File: config.mk
export PLATFORM = sky130hd
export DESIGN_NAME = mem_arbiter
export DESIGN_NICKNAME = d
export VERILOG_FILES = /design/src/rtl/mem_arbiter.sv
export SDC_FILE = /design/constraint.sdc
export NUM_CORES = 1
export LEC_CHECK = 0
export BUFFER_PORTS_ARGS = -buffer_cell sky130_fd_sc_hd__buf_2
export CAP_MARGIN = 20
export CORE_ASPECT_RATIO = 1.2
export CORE_MARGIN = 2
export CORE_UTILIZATION = 25
export CTS_CLUSTER_DIAMETER = 30
export DETAILED_ROUTE_END_ITERATION = 8
export GPL_TIMING_DRIVEN = 0
export PLACE_DENSITY = 0.42
export SYNTH_ARGS = -nofsm -noshare
export SYNTH_HDL_FRONTEND = slang
export SYNTH_SLANG_ARGS = --single-unit
File: constraint.sdc
create_clock -name in_clk -period 10.09 [get_ports in_clk]
set_clock_uncertainty 0.05 [all_clocks]
set_input_delay 2.5225 -clock in_clk [delete_from_list [all_inputs] [get_ports in_clk]]
set_output_delay 2.5225 -clock in_clk [all_outputs]
set_load 0.02 [all_outputs]
File: src/rtl/mem_arbiter.sv
// mem_arbiter: N-channel byte-serial memory arbiter.
//
// Each channel has a one-entry request buffer. Granted requests are issued
// one byte per cycle on the registered memory port. Read data returns one
// cycle after its address and is assembled little-endian. A one-hot
// completion pulse is raised one cycle after the last read byte is sampled.
//
// Ports:
//   in_clk, in_rst        clock, synchronous active-high reset
//   in_rdy                global enable; all state holds while low
//   in_flush_enable       drop pending work (see flush handling below)
//   io_buffer_full        IO sink back-pressure
//   in_mem_data           read byte from memory
//   out_mem_data/addr/wr_signal  registered byte-wide memory port
//   in_req_*              per-channel request (valid/addr/wr/style/wdata)
//   out_req_ready         per-channel buffer free
//   out_rsp_valid/data    one-hot completion pulse and load data
module mem_arbiter #(
  parameter int unsigned NUM_CH = 3,
  parameter int unsigned ADDR_W = 32,
  parameter int unsigned RR_EN  = 1
) (
  input  logic                     in_clk,
  input  logic                     in_rst,
  input  logic                     in_rdy,
  input  logic                     in_flush_enable,
  input  logic                     io_buffer_full,
  input  logic [7:0]               in_mem_data,
  output logic [7:0]               out_mem_data,
  output logic [ADDR_W-1:0]        out_mem_addr,
  output logic                     out_mem_wr_signal,
  input  logic [NUM_CH-1:0]        in_req_valid,
  output logic [NUM_CH-1:0]        out_req_ready,
  input  logic [NUM_CH*ADDR_W-1:0] in_req_addr,
  input  logic [NUM_CH-1:0]        in_req_wr,
  input  logic [NUM_CH*2-1:0]      in_req_style,
  input  logic [NUM_CH*32-1:0]     in_req_wdata,
  output logic [NUM_CH-1:0]        out_rsp_valid,
  output logic [31:0]              out_rsp_data
);

  localparam int unsigned CH_W = (NUM_CH > 1) ? $clog2(NUM_CH) : 1;

  typedef enum logic [0:0] {StIdle, StXfer} state_e;
  state_e state_q, state_d;

  // Request buffers. gnt_q marks a buffer whose transfer is in flight;
  // quiet_q marks a store that must finish without a response after a flush.
  logic [NUM_CH-1:0] buf_v_q, buf_v_d, buf_wr_q, buf_wr_d;
  logic [NUM_CH-1:0] gnt_q, gnt_d, quiet_q, quiet_d;
  logic [ADDR_W-1:0] buf_addr_q  [NUM_CH];
  logic [ADDR_W-1:0] buf_addr_d  [NUM_CH];
  logic [1:0]        buf_style_q [NUM_CH];
  logic [1:0]        buf_style_d [NUM_CH];
  logic [31:0]       buf_wdata_q [NUM_CH];
  logic [31:0]       buf_wdata_d [NUM_CH];

  // Issue engine.
  logic [CH_W-1:0]   ptr_q, ptr_d, cur_ch_q, cur_ch_d;
  logic [1:0]        cnt_q, cnt_d;
  logic [ADDR_W-1:0] addr_q, addr_d;
  logic [7:0]        wdat_q, wdat_d;
  logic              wr_q, wr_d;

  // Sample stage: describes the byte whose read data is on in_mem_data now.
  logic              s_v_q, s_v_d, s_last_q, s_last_d, s_load_q, s_load_d;
  logic [CH_W-1:0]   s_ch_q, s_ch_d;
  logic [1:0]        s_idx_q, s_idx_d;

  logic [31:0]       asm_q, asm_d, rsp_data_q, rsp_data_d;
  logic [NUM_CH-1:0] rsp_valid_q, rsp_valid_d;

  // Per-channel classification and eligibility.
  logic [NUM_CH-1:0] is_io, mem_load, elig;
  logic [1:0]        last_idx [NUM_CH];
  logic              busy;

  always_comb begin
    busy = (state_q == StXfer) | s_v_q | (|gnt_q);
    for (int i = 0; i < NUM_CH; i++) begin
      is_io[i]    = buf_addr_q[i][17:16] == 2'b11;
      mem_load[i] = ~buf_wr_q[i] & ~is_io[i];
      last_idx[i] = buf_style_q[i][1] ? 2'd3 : (buf_style_q[i][0] ? 2'd1 : 2'd0);
      elig[i]     = buf_v_q[i] & ~gnt_q[i] & ~(is_io[i] & io_buffer_full) &
                    ~(is_io[i] & buf_wr_q[i] & busy);
    end
  end

  // Arbiter: round-robin starts after the last grant, else lowest index wins.
  logic            gnt_found;
  logic [CH_W-1:0] gnt_idx;
  logic [31:0]     idx;

  always_comb begin
    gnt_found = 1'b0;
    gnt_idx   = '0;
    idx       = '0;
    for (int off = 0; off < NUM_CH; off++) begin
      idx = (RR_EN != 0) ? (32'(ptr_q) + 32'(off) + 32'd1) % NUM_CH : 32'(off);
      if (!gnt_found && elig[CH_W'(idx)]) begin
        gnt_found = 1'b1;
        gnt_idx   = CH_W'(idx);
      end
    end
  end

  logic flush, cur_last, abort_cur, do_grant, s_kill, s_quiet;

  always_comb begin
    flush     = in_flush_enable;
    cur_last  = cnt_q == last_idx[cur_ch_q];
    abort_cur = flush & (state_q == StXfer) & mem_load[cur_ch_q];
    // Grant from idle or on the last byte, so transfers run back-to-back.
    do_grant  = gnt_found & ~flush & ((state_q == StIdle) | cur_last);
    s_kill    = flush & mem_load[s_ch_q];
    s_quiet   = quiet_q[s_ch_q] | (flush & buf_wr_q[s_ch_q]);
  end

  // FSM next state.
  always_comb begin
    state_d = state_q;
    case (state_q)
      StIdle: if (do_grant) state_d = StXfer;
      StXfer: begin
        if (abort_cur) state_d = StIdle;
        else if (cur_last && !do_grant) state_d = StIdle;
      end
      default: state_d = StIdle;
    endcase
  end

  // FSM state register.
  always_ff @(posedge in_clk) begin
    if (in_rst) state_q <= StIdle;
    else if (in_rdy) state_q <= state_d;
  end

  // Datapath next state.
  logic [31:0] asm_new;

  always_comb begin
    buf_v_d     = buf_v_q;
    buf_wr_d    = buf_wr_q;
    buf_addr_d  = buf_addr_q;
    buf_style_d = buf_style_q;
    buf_wdata_d = buf_wdata_q;
    gnt_d       = gnt_q;
    quiet_d     = quiet_q;
    ptr_d       = ptr_q;
    cur_ch_d    = cur_ch_q;
    cnt_d       = '0;
    addr_d      = '0;
    wdat_d      = '0;
    wr_d        = 1'b0;
    asm_d       = asm_q;
    asm_new     = asm_q;
    rsp_data_d  = rsp_data_q;
    rsp_valid_d = '0;

    if (do_grant) begin
      cur_ch_d = gnt_idx;
      addr_d   = buf_addr_q[gnt_idx];
      wdat_d   = buf_wdata_q[gnt_idx][7:0];
      wr_d     = buf_wr_q[gnt_idx];
      ptr_d    = gnt_idx;
    end else if ((state_q == StXfer) && !abort_cur && !cur_last) begin
      cnt_d  = cnt_q + 2'd1;
      addr_d = addr_q + ADDR_W'(1);
      wdat_d = 8'(buf_wdata_q[cur_ch_q] >> {cnt_d, 3'b000});
      wr_d   = wr_q;
    end

    s_v_d    = (state_q == StXfer) & ~abort_cur;
    s_ch_d   = cur_ch_q;
    s_idx_d  = cnt_q;
    s_last_d = cur_last;
    s_load_d = ~buf_wr_q[cur_ch_q];

    // Flush keeps only in-flight IO loads and stores; stores go quiet.
    if (flush) begin
      buf_v_d = buf_v_d & gnt_q & ~mem_load;
      gnt_d   = gnt_d & ~mem_load;
      quiet_d = quiet_d | (gnt_q & buf_wr_q);
    end

    if (s_v_q && !s_kill) begin
      if (s_load_q) begin
        asm_new = ((s_idx_q == 2'd0) ? 32'd0 : asm_q) |
                  (32'(in_mem_data) << {s_idx_q, 3'b000});
        asm_d   = asm_new;
      end
      if (s_last_q) begin
        if (!s_quiet) begin
          rsp_valid_d[s_ch_q] = 1'b1;
          rsp_data_d          = s_load_q ? asm_new : 32'd0;
        end
        buf_v_d[s_ch_q] = 1'b0;
        gnt_d[s_ch_q]   = 1'b0;
        quiet_d[s_ch_q] = 1'b0;
      end
    end

    if (do_grant) gnt_d[gnt_idx] = 1'b1;

    for (int i = 0; i < NUM_CH; i++) begin
      if (!flush && in_req_valid[i] && !buf_v_q[i]) begin
        buf_v_d[i]     = 1'b1;
        buf_wr_d[i]    = in_req_wr[i];
        buf_addr_d[i]  = in_req_addr[i*ADDR_W +: ADDR_W];
        buf_style_d[i] = in_req_style[i*2 +: 2];
        buf_wdata_d[i] = in_req_wdata[i*32 +: 32];
      end
    end
  end

  always_ff @(posedge in_clk) begin
    if (in_rst) begin
      buf_v_q     <= '0;
      buf_wr_q    <= '0;
      gnt_q       <= '0;
      quiet_q     <= '0;
      ptr_q       <= CH_W'(NUM_CH - 1);
      cur_ch_q    <= '0;
      cnt_q       <= '0;
      addr_q      <= '0;
      wdat_q      <= '0;
      wr_q        <= 1'b0;
      s_v_q       <= 1'b0;
      s_ch_q      <= '0;
      s_idx_q     <= '0;
      s_last_q    <= 1'b0;
      s_load_q    <= 1'b0;
      asm_q       <= '0;
      rsp_data_q  <= '0;
      rsp_valid_q <= '0;
    end else if (in_rdy) begin
      buf_v_q     <= buf_v_d;
      buf_wr_q    <= buf_wr_d;
      gnt_q       <= gnt_d;
      quiet_q     <= quiet_d;
      ptr_q       <= ptr_d;
      cur_ch_q    <= cur_ch_d;
      cnt_q       <= cnt_d;
      addr_q      <= addr_d;
      wdat_q      <= wdat_d;
      wr_q        <= wr_d;
      s_v_q       <= s_v_d;
      s_ch_q      <= s_ch_d;
      s_idx_q     <= s_idx_d;
      s_last_q    <= s_last_d;
      s_load_q    <= s_load_d;
      asm_q       <= asm_d;
      rsp_data_q  <= rsp_data_d;
      rsp_valid_q <= rsp_valid_d;
    end
  end

  // Payload fields only matter while the matching valid bit is set.
  always_ff @(posedge in_clk) begin
    if (in_rdy) begin
      buf_addr_q  <= buf_addr_d;
      buf_style_q <= buf_style_d;
      buf_wdata_q <= buf_wdata_d;
    end
  end

  // Outputs.
  always_comb begin
    out_req_ready     = ~buf_v_q;
    out_mem_addr      = addr_q;
    out_mem_data      = wdat_q;
    out_mem_wr_signal = wr_q;
    out_rsp_valid     = rsp_valid_q;
    out_rsp_data      = rsp_data_q;
  end

endmodule

==> results.yml <==
status:
  status: "finished, final reports clean"
setup_path:
  critPathSlowestCell: "clkbuf_1"
  path_class: "in2reg"
  crit_required_ps: 10560
  cp_slowest_stage_delay_ps: 730
  crit_chain: "buf_2 -> o211ai_1 -> a32o_1 -> a211oi_1 -> o21ai_0 -> nor3_2 -> clkbuf_1 -> a32oi_1 -> a31oi_1"
  critPathMaxFanout: 10
  arrival_ps: 5500
  setup.worst_path.start_class: "input pin"
  cp-end-kind: "flip-flop"
pwr:
  power.density_nw_per_um2: 228
  power_leakage_nw: 7.27
  p_total_mw: 4.43
  peakVddDrop_v: 0.000126
routing:
  dr.pass1.iters: 6
  vias_per_cell: 4.85
  wl_per_cell_um: 21.9
  totalWireLength_um: 53100
  drc_errors: 0
  drt_iter0_drc: 783
  antenna_left: 0
  vias: 11700
sta:
  slew_violations: 0
  finalSetupViolations: 0
  fin_ws_ps: 5070
  whs_ps: 397
  worst_pin_slew_ps: 1040
  slew-limit-headroom_pct: 30.8
  hold_viol: 0
  period_share_pct: 49.8
  rsz0062_at_grt: "false"
  fmax_mhz: 199
  min_period_ps: 5020
yosys:
  synthesis.nets: 1448
  synthCells: 1228
  synth_edf_count: 198
  yosysWarnings: 0
  async_reset_ff_share_pct: 0
  yosysUniqueCellTypes: 68
  syn-cell-area_um2: 13800
  yosys_register_bits: 331
  seq_area_frac_synth_pct: 62.2
  yosys_most_used_dff: "edfxtp_1"
  avgSynthCellArea_um2: 11.3
floorplanning:
  rows: 94
  die_y_um: 262
  design.die.area_um2: 57300
  pin_count: 296
  core_area_um2: 54800
  die_width_um: 219
  initial_core_util_pct: 25.3
finish:
  areaGrowthSynthToFinish_pct: 40.0
  layout_commonest_cell: "buf_2"
  post-route-util_pct: 35.4
  mostFrequentLayoutCells: "301 x buf_2, 198 x edfxtp_1, 159 x a21oi_1"
  drive_gt1_share_pct: 28.8
  fin_nets: 1847
  instances_no_fill: 2422
place:
  io_buffers: 294
  dp_hpwl_um: 40000
  pre_cts_ws_ps: 4460
  post-place-cells: 2263
  routabilityCongestion: 0.822
clocking:
  insertion_delay_ps: 610
  ctsResizeCount: 0
  cts-hold-fix-buffers: 0
  cts-root-buf: "clkbuf_16"
  numClockSinks: 331
  cts_tree: "done"
  clockBufferDepth: 3
  cts_buffers: 81
  clk_pin_slew_ps: 50
  post_cts_buffers: 0
  htree_levels: 3
grt:
  track_usage_pct: 18.4
  grt_pass1_wl_um: 77400
  grt_pass1_vias: 12000
  antenna_found_initial: 12
  grt_max_degree: 13
  grt_overflow: 0
run:
  max_cap_viol_count: 0
hold_path:
  hp-class: "reg2reg"
==> metrics by stage <==
step / area [µm²] / setup TNS (ps)
finish: 19400 / 0
global route: 19400 / 0
CTS: 19400 / 0
detailed placement: 16500 / 0
global placement: 16200 / -588090
floorplan: 13800 / 0
==> worst max-delay path: cells and delay by family <==
family | cells | cell delay [ps]
compound gates | 6 | 1430
buf+inv | 2 | 890
simple gates | 1 | 660
==> sequential cells by signal, indices dropped and copies added, names as in the netlist, 3 cells and up <==
name	cells
quiet_q	3
out_mem_addr	32
buf_style_q	6
out_rsp_valid	3
gnt_q	3
buf_wdata_q	96
out_mem_data	8
out_rsp_data	32
buf_wr_q	3
buf_v_q	3
asm_q	32
buf_addr_q	96
==> cell type report <==
class                           count  area, µm²
Antenna cell                        8       20.0
Buffer                             82        335
Clock buffer                       98       2190
Clock inverter                     52        689
Fill cell                        5677      35400
Inverter                           25       93.8
Multi-Input combinational cell    790       4820
Sequential cell                   331       8610
Tap cell                          720        901
Timing Repair Buffer              316       1720
==> Yosys cell counts (4+ instances only) <==
library cell,n,area [µm²]
edfxtp_1,198,5950
a21oi_1,159,796
dfxtp_1,133,2660
nor2_1,116,435
nand2_1,104,390
clkbuf_1,67,251
o21ai_0,47,235
mux2i_1,41,410
nor3_1,34,170
nand3_1,25,125
inv_1,24,90.1
a211oi_1,19,143
a222oi_1,19,190
a22o_1,19,166
a31oi_1,18,113
o22ai_1,16,100
a22oi_1,15,113
and3_1,12,75.1
o211ai_1,11,82.6
a32oi_1,10,87.6
a221oi_1,9,78.8
and4_1,8,70.1
mux4_2,8,180
buf_2,7,35.0
nand4_1,7,43.8
and2_1,6,37.5
and3b_1,6,52.6
nor4_1,6,37.5
buf_1,5,18.8
mux2_2,5,56.3
nand2b_1,5,31.3
nor2b_1,5,31.3
nor3b_1,5,37.5
o2bb2ai_1,4,35.0
==> per-layer routing <==
metal	global-route usage (%)	part of all wire, %	vias up
li1	-	-	5531
met1	22.4	41	5658
met2	30.7	49	433
met3	4.29	6.1	111
met4	9.07	3.8	8
met5	0	0.10	-
==> path summary, 6_finish.rpt <==
kind / slack (ps) / depth (start not counted) / end / from
setup / recovery: 5070 / 9 / out_mem_addr[10] / io_buffer_full
hold / removal: 400 / 2 / out_rsp_data[8] / out_rsp_data[8]
setup reg to reg: 6040 / 11 / out_mem_addr[10] / ptr_q[0]
hold reg to reg: 400 / 2 / out_rsp_data[8] / out_rsp_data[8]
==> report_power, final <==
| group | total, mW | switching, mW | leakage [nW] | internal (mW) |
|---|---|---|---|---|
| Combinational | 0.218 | 0.137 | 2.99 | 0.0811 |
| Sequential | 1.49 | 0.0182 | 2.89 | 1.47 |
| Clock | 2.72 | 0.853 | 1.40 | 1.87 |
| Total | 4.43 | 1.01 | 7.27 | 3.42 |
==> logic make-up (layout without fill, tap and decap cells) <==
kind of cell / count (synthesis) / after routing / share of synthesized area (%)
other: 0 / 8 / 0
multiplexers: 54 / 54 / 4.67
adder cells (fa/ha/maj): 4 / 4 / 0.352
AO/OA/AOI/OAI: 374 / 374 / 17.3
AND/OR/NAND/NOR: 355 / 355 / 12.2
buffers and inverters: 107 / 573 / 3.10
XOR/XNOR: 3 / 3 / 0.190
flip-flops: 331 / 331 / 62.2
No activity file was read; power rests on OpenSTA's default activity.
